### config.mk
export PLATFORM = sky130hd
export DESIGN_NAME = fetch_stage
export DESIGN_NICKNAME = d
export VERILOG_FILES = /design/src/rtl/fetch_stage.sv
export SDC_FILE = /design/constraint.sdc
export NUM_CORES = 1
export LEC_CHECK = 0
export BUFFER_PORTS_ARGS = -buffer_cell sky130_fd_sc_hd__buf_4
export CORE_ASPECT_RATIO = 1.4
export CORE_MARGIN = 3
export CORE_UTILIZATION = 49
export DETAILED_ROUTE_END_ITERATION = 6
export PLACE_DENSITY = 0.78
export SYNTH_ARGS = -nofsm -noshare
export SYNTH_HDL_FRONTEND = slang
export SYNTH_SLANG_ARGS = --single-unit
### constraint.sdc
create_clock -name clk_i -period 4.88 [get_ports clk_i]
set_clock_uncertainty 0.1 [all_clocks]
set_input_delay 0.732 -clock clk_i [delete_from_list [all_inputs] [get_ports clk_i]]
set_output_delay 0.732 -clock clk_i [all_outputs]
set_load 0.02 [all_outputs]
### src/rtl/fetch_stage.sv
// Instruction-fetch stage with IF/ID pipeline register: owns the PC, keeps one
// fetch outstanding on a req/ack bus, and absorbs decode stalls in a 1-entry skid.
module fetch_stage #(
    parameter logic [31:0] RESET_PC = 32'h0000_0000,
    parameter logic [31:0] NOP      = 32'h0000_0013
) (
    input  logic        clk_i,
    input  logic        rst_i,
    output logic        imem_req_o,
    output logic [31:0] imem_addr_o,
    input  logic        imem_ack_i,
    input  logic [31:0] imem_rdata_i,
    input  logic        stall_i,
    input  logic        redirect_i,
    input  logic [31:0] redirect_pc_i,
    output logic        valid_o,
    output logic [31:0] instr_o,
    output logic [31:0] pc_o,
    output logic [31:0] pc_plus4_o
);

    typedef enum logic [1:0] {
        S_RST,
        S_FETCH,
        S_KILL
    } state_t;

    state_t      state_q, state_d;
    logic [31:0] fetch_pc_q, fetch_pc_d;
    logic [31:0] target_pc_q, target_pc_d;
    logic        skid_vld_q, skid_vld_d;
    logic [31:0] skid_instr_q, skid_instr_d;
    logic [31:0] skid_pc_q, skid_pc_d;
    logic        ifid_vld_q, ifid_vld_d;
    logic [31:0] ifid_instr_q, ifid_instr_d;
    logic [31:0] ifid_pc_q, ifid_pc_d;

    logic        req;
    logic        ack;
    logic [31:0] redir_pc;

    assign req      = (state_q == S_FETCH && !skid_vld_q) || (state_q == S_KILL);
    assign ack      = req && imem_ack_i;
    assign redir_pc = redirect_pc_i & ~32'd3;

    always_comb begin
        state_d      = state_q;
        fetch_pc_d   = fetch_pc_q;
        target_pc_d  = target_pc_q;
        skid_vld_d   = skid_vld_q;
        skid_instr_d = skid_instr_q;
        skid_pc_d    = skid_pc_q;
        ifid_vld_d   = ifid_vld_q;
        ifid_instr_d = ifid_instr_q;
        ifid_pc_d    = ifid_pc_q;

        case (state_q)
            S_RST: begin
                state_d = S_FETCH;
                if (redirect_i) begin
                    fetch_pc_d = redir_pc;
                    ifid_vld_d = 1'b0;
                    skid_vld_d = 1'b0;
                end
            end
            S_FETCH: begin
                if (redirect_i) begin
                    ifid_vld_d = 1'b0;
                    skid_vld_d = 1'b0;
                    // Keep the bus address stable until the in-flight fetch is acked.
                    if (req && !ack) begin
                        target_pc_d = redir_pc;
                        state_d     = S_KILL;
                    end else begin
                        fetch_pc_d = redir_pc;
                    end
                end else if (ack) begin
                    fetch_pc_d = fetch_pc_q + 32'd4;
                    if (!stall_i) begin
                        ifid_vld_d   = 1'b1;
                        ifid_instr_d = imem_rdata_i;
                        ifid_pc_d    = fetch_pc_q;
                    end else begin
                        skid_vld_d   = 1'b1;
                        skid_instr_d = imem_rdata_i;
                        skid_pc_d    = fetch_pc_q;
                    end
                end else if (!stall_i) begin
                    // Decoder consumed the entry: refill from skid or insert a bubble.
                    ifid_vld_d = skid_vld_q;
                    if (skid_vld_q) begin
                        ifid_instr_d = skid_instr_q;
                        ifid_pc_d    = skid_pc_q;
                        skid_vld_d   = 1'b0;
                    end
                end
            end
            S_KILL: begin
                ifid_vld_d = 1'b0;
                skid_vld_d = 1'b0;
                if (redirect_i) begin
                    target_pc_d = redir_pc;
                end
                if (ack) begin
                    state_d    = S_FETCH;
                    fetch_pc_d = redirect_i ? redir_pc : target_pc_q;
                end
            end
            default: begin
                state_d = S_RST;
            end
        endcase
    end

    always_ff @(posedge clk_i) begin
        if (!rst_i) begin
            state_q    <= S_RST;
            fetch_pc_q <= RESET_PC;
            skid_vld_q <= 1'b0;
            ifid_vld_q <= 1'b0;
            ifid_pc_q  <= 32'd0;
        end else begin
            state_q    <= state_d;
            fetch_pc_q <= fetch_pc_d;
            skid_vld_q <= skid_vld_d;
            ifid_vld_q <= ifid_vld_d;
            ifid_pc_q  <= ifid_pc_d;
        end
    end

    always_ff @(posedge clk_i) begin
        target_pc_q  <= target_pc_d;
        skid_instr_q <= skid_instr_d;
        skid_pc_q    <= skid_pc_d;
        ifid_instr_q <= ifid_instr_d;
    end

    assign imem_req_o  = req;
    assign imem_addr_o = fetch_pc_q;
    assign valid_o     = ifid_vld_q;
    assign instr_o     = ifid_vld_q ? ifid_instr_q : NOP;
    assign pc_o        = ifid_pc_q;
    assign pc_plus4_o  = ifid_pc_q + 32'd4;

endmodule

Word-level counts from Yosys, hierarchy flattened:

Index checks and enable logic that the tools add are counted.
Widths: inputs -> output; s select.

* ROM bits: 0
* flip-flop bits (word level): 196
* bits in latches: 0
* logic and storage cells: 75
* memory bits (writable): 0
* input bits: 69
* memories kept: 0

* reduce and logical (&&, ||, !) cells: 17
* add/subtract/negate cells: 2
* muxes and demuxes: 34
* $lt $le $gt $ge: 0
* shift operators: 0
* divide/modulo/power cells: 0
* bitwise logic cells: 2
* multiply operators: 0
* eq/ne operators: 11

Operator list (count)
* $mux 32: 17
* $pmux 32 s3: 1
* $add 32x3->32 const B: 2
* $pmux 32 s2: 1
* $reduce_and 4->1: 3
* $mux 1: 9
* $ne 3x3->1 const B: 3
* $reduce_and 3->1: 3
* $ne 4x4->1 const B: 2
* $mux 2: 3
* $ne 2x2->1 const B: 3
* $pmux 1 s3: 2
* $pmux 2 s3: 1
* $reduce_and 5->1: 1
* $reduce_bool 2->1: 2
* $logic_and 1x1->1: 3
* $reduce_bool 3->1: 1
* $eq 2x1->1 const B: 1
* $eq 2x2->1 const B: 1
* $logic_not 1->1: 2
* $logic_not 2->1: 1
* $ne 2x1->1 const B: 1
* $not 1->1: 2
* $logic_or 1x1->1: 1

Longest topological paths before layout:

* depth after elaboration: 9
* gate-level depth with buffers: 10
* gate-level depth less buffers: 7

Worst setup path after synthesis:

Ideal clock, no wire load.

* kind: input-to-reg
* from: input imem_ack_i
* to: register skid_instr_q[0], enable pin
* cell stages on the path: 4
* setup time: 0.486 ns
* data required time: 4.294 ns
* path slack: 0.270 ns
* data arrival time: 4.024 ns
* path buffers: 2
* cell sequence: a21bo_2 > buf_2 > clkbuf_1 > nor2_1

* word-level cells in the longest chain between the ends: 2

RTL lines
* start, declared: line 11 `input logic imem_ack_i,`
* $logic_and 1x1->1: line 43 `assign ack = req && imem_ack_i;`
* $reduce_and 4->1 (no source line)
* end signal, assigned: line 133 `skid_instr_q <= skid_instr_d;`
* end, declared: line 32 `logic [31:0] skid_instr_q, skid_instr_d;`

No other way between the ends.
A chain may end at the register's enable or synchronous reset.

Final worst setup path:

* from: register ifid_pc_q[2] (netlist: pc_o[2])
* to: output pc_plus4_o[26]

* word-level cells in the longest chain between the ends: 1

RTL lines
* start, declared: line 36 `logic [31:0] ifid_pc_q, ifid_pc_d;`
* start signal, assigned: line 127 `ifid_pc_q <= ifid_pc_d;`
* $add 32x3->32: line 143 `assign pc_plus4_o = ifid_pc_q + 32'd4;`
* end, declared: line 19 `output logic [31:0] pc_plus4_o`

No other way between the ends.

==> run metrics <==
Sw Share=38.14%; Worst Path Arrival=2620 ps; die extent in y=171.3 um; top cells by area, synth=edfxtp_1 (40%), dfxtp_1 (14%), nand2_1 (11%); Power Density=485.4 nW/um2; share of layout cells above drive strength 1=22.74%; Remaining Overflow, GRT=0; Post-CTS Resized=0; Starting Density=50.59%; CTS buffer count=17; global-route wire length before repair=39240 um; Hold WS=375.9 ps; period utilization=70.71%; clock power share=24.4%; NumNets Final=1233; Cell variety after synth=72; fmax=289.8 MHz; clock tree buffer depth=2; Post-Route WL=25060 um; count leader, synth=nand2_1; critical-path maximum fanout=7; Row Count=59; die area=21250 um2; Antenna Nets Post-Route=0; top cell type's share of synthesized area=40.20%; CTS tree=yes; # IOs=199; Switching Power=0.002176 W; Seq cells post-synth=196; Final Util=62.20%; HP Class=input pin to register; critical path's most frequent cell=and4_1; Tot GR Track Use=23.31%; max-slew violation count=0; largest stage delay on the critical path=470 ps; slew margin rel.=17.22%; CTS root buf=clkbuf_16; routability cong.=0.8618; Synth Net Count=1074; WL per Instance=17.71 um; Post-synth top cells=nand2_1 (287), edfxtp_1 (128), nor2_1 (79), dfxtp_1 (68), and2_1 (35); cts hold-fix bufs=0; register area share after synthesis=54.44%; final hold violations=0; crit path launch type=register; slowest CP cell=and4_1; Post-Syn Area=9560 um2; # Max-Cap Violations=0; part of the power in registers=43.7%; CP cell instances=ha_1 -> and4_1 -> and4_1 -> nand2_1 -> nor3_1 -> xnor2_1 -> buf_4; vias in the first global route=7600; via count=8010; CTS clk-pin slew, worst paths=80 ps; CP Capture Type=output pin; Synth area leader=edfxtp_1; drt first pass iters=5; Syn Area/Cell=9.580 um2; Period minus WS final=3451 ps; Lkg Pwr=4.673 nW; Setup TNS Final=0 ps; Post-route DRC=0; pin count of the biggest net entering global routing=98; Die W=124.1 um; worst path required time=4050 ps; DRT iter0 DRCs=745; Crit Path Category=register to output pin; # setup viols final=0; ys flop type=edfxtp_1; Post-synth EDFFs=128; Post-Synthesis Cells=998; initial antenna violation count=1; Clock Latency Late Sink=430 ps; FFs w/ async S/R, synth=0%; H-Tree Depth=4; # Post-CTS Setup Buffers=0; outcome=finished clean; clk sinks=196; buffers added on ports=196; combinational power share=31.8%; Core Region=18900 um2; DP HPWL=17090 um; internal power=0.003529 W; Worst-Margin Slew=1242 ps; Finished Layout Cells=1415; area delta synth->final=22.94%; Inst Count DP=1382; peak supply drop=0.3183 mV; final instance area=11750 um2; RSZ-0062 raised after global routing=no; total placed instance area=11160 um2; vias per inst=5.661; synth warn=0
[power by group through the flow]
stage	logic (W)	clock network, W	registers [W]
2_1_floorplan	0.00110	0	0.00255
3_3_place_gp	0.00177	0	0.00250
3_5_place_dp	0.00181	0	0.00252
4_1_cts	0.00181	0.00142	0.00248
5_1_grt	0.00198	0.00149	0.00253
6_report	0.00182	0.00139	0.00250
[worst max-delay path: cells and delay by family (launching register included)]
kind                     cells  cell delay [ps]
XOR/XNOR                     1              150
adder cells (fa/ha/maj)      1              240
AND/OR/NAND/NOR              4             1190
flip-flops                   1              430
buffers and inverters        1              170
[cell type report]
| class | instances | area, um2 |
|---|---|---|
| Timing Repair Buffer | 206 | 1559 |
| Antenna cell | 1 | 2.502 |
| Clock inverter | 15 | 163.9 |
| Multi-Input combinational cell | 721 | 4036 |
| Inverter | 15 | 56.30 |
| Sequential cell | 196 | 5205 |
| Tap cell | 244 | 305.3 |
| Fill cell | 1654 | 7144 |
| Clock buffer | 17 | 425.4 |
[metrics by stage]
stage | total power (W) | worst slack, ps
3_5_place_dp | 0.004328 | 1656
4_1_cts | 0.005716 | 1399
3_3_place_gp | 0.004271 | 1721
6_report | 0.005705 | 1429
5_1_grt | 0.005999 | 1309
2_1_floorplan | 0.003646 | 270.3
[worst paths after layout]
check,start,end,slack [ps],cells after the start
worst max-delay path,pc_o[2]$_SDFFE_PN0P_,pc_plus4_o[26],1430,7
worst min-delay path,imem_rdata_i[7],skid_instr_q[7]$_DFFE_PP_,380,1
worst max register to register,state_q[0]$_SDFFE_PN0P_,imem_addr_o[11]$_SDFFE_PN0P_,1570,7
worst min register to register,imem_addr_o[1]$_SDFFE_PN0P_,skid_pc_q[1]$_DFFE_PP_,400,0
[cells in the final DEF (no fill, tap or decap), types with 4 or more instances in the layout]
cell / instances
ha_1: 7
o211ai_1: 6
a22oi_1: 6
nand4_1: 16
a22o_1: 6
nand3b_1: 7
buf_4: 205
dfxtp_1: 68
xor2_1: 9
and3_1: 12
mux2_2: 6
a311oi_1: 32
a221oi_1: 12
o32ai_1: 6
o21a_1: 4
nand3_1: 23
inv_8: 4
a31oi_1: 6
xnor2_1: 23
and2_1: 35
nand2b_1: 8
and4_1: 6
o21ai_0: 22
nand2_1: 287
nor3_1: 17
nor2_1: 78
clkbuf_16: 17
a222oi_1: 4
o31a_1: 4
edfxtp_1: 128
inv_6: 4
inv_1: 13
mux2i_1: 4
a21oi_1: 23
[cells by family after synthesis]
family / after synthesis / share of synthesized area (%)
muxes: 10 / 1.125
AOI/OAI and AO/OA: 152 / 11.77
xor gates and xnor gates: 32 / 2.932
adders and majority gates: 7 / 0.9161
DFF: 196 / 54.44
and+or+nand+nor: 520 / 25.14
buffers and inverters: 81 / 3.678
[sequential cells by signal, indices dropped and copies added (netlist names)]
signal        cells
ifid_instr_q     32
imem_addr_o      32
pc_o             32
skid_instr_q     32
skid_pc_q        32
target_pc_q      32
state_q           2
skid_vld_q        1
valid_o           1
[metal layers]
layer | vias to the layer above | global-route usage, % | wire, um
met5 | - | 0 | 0
met4 | 0 | 8.103 | 467
met3 | 43 | 4.079 | 1526
met2 | 301 | 40.63 | 13050
met1 | 3793 | 29.02 | 10010
li1 | 3873 | - | -
Note: power is estimated with default switching activity, not from simulation.
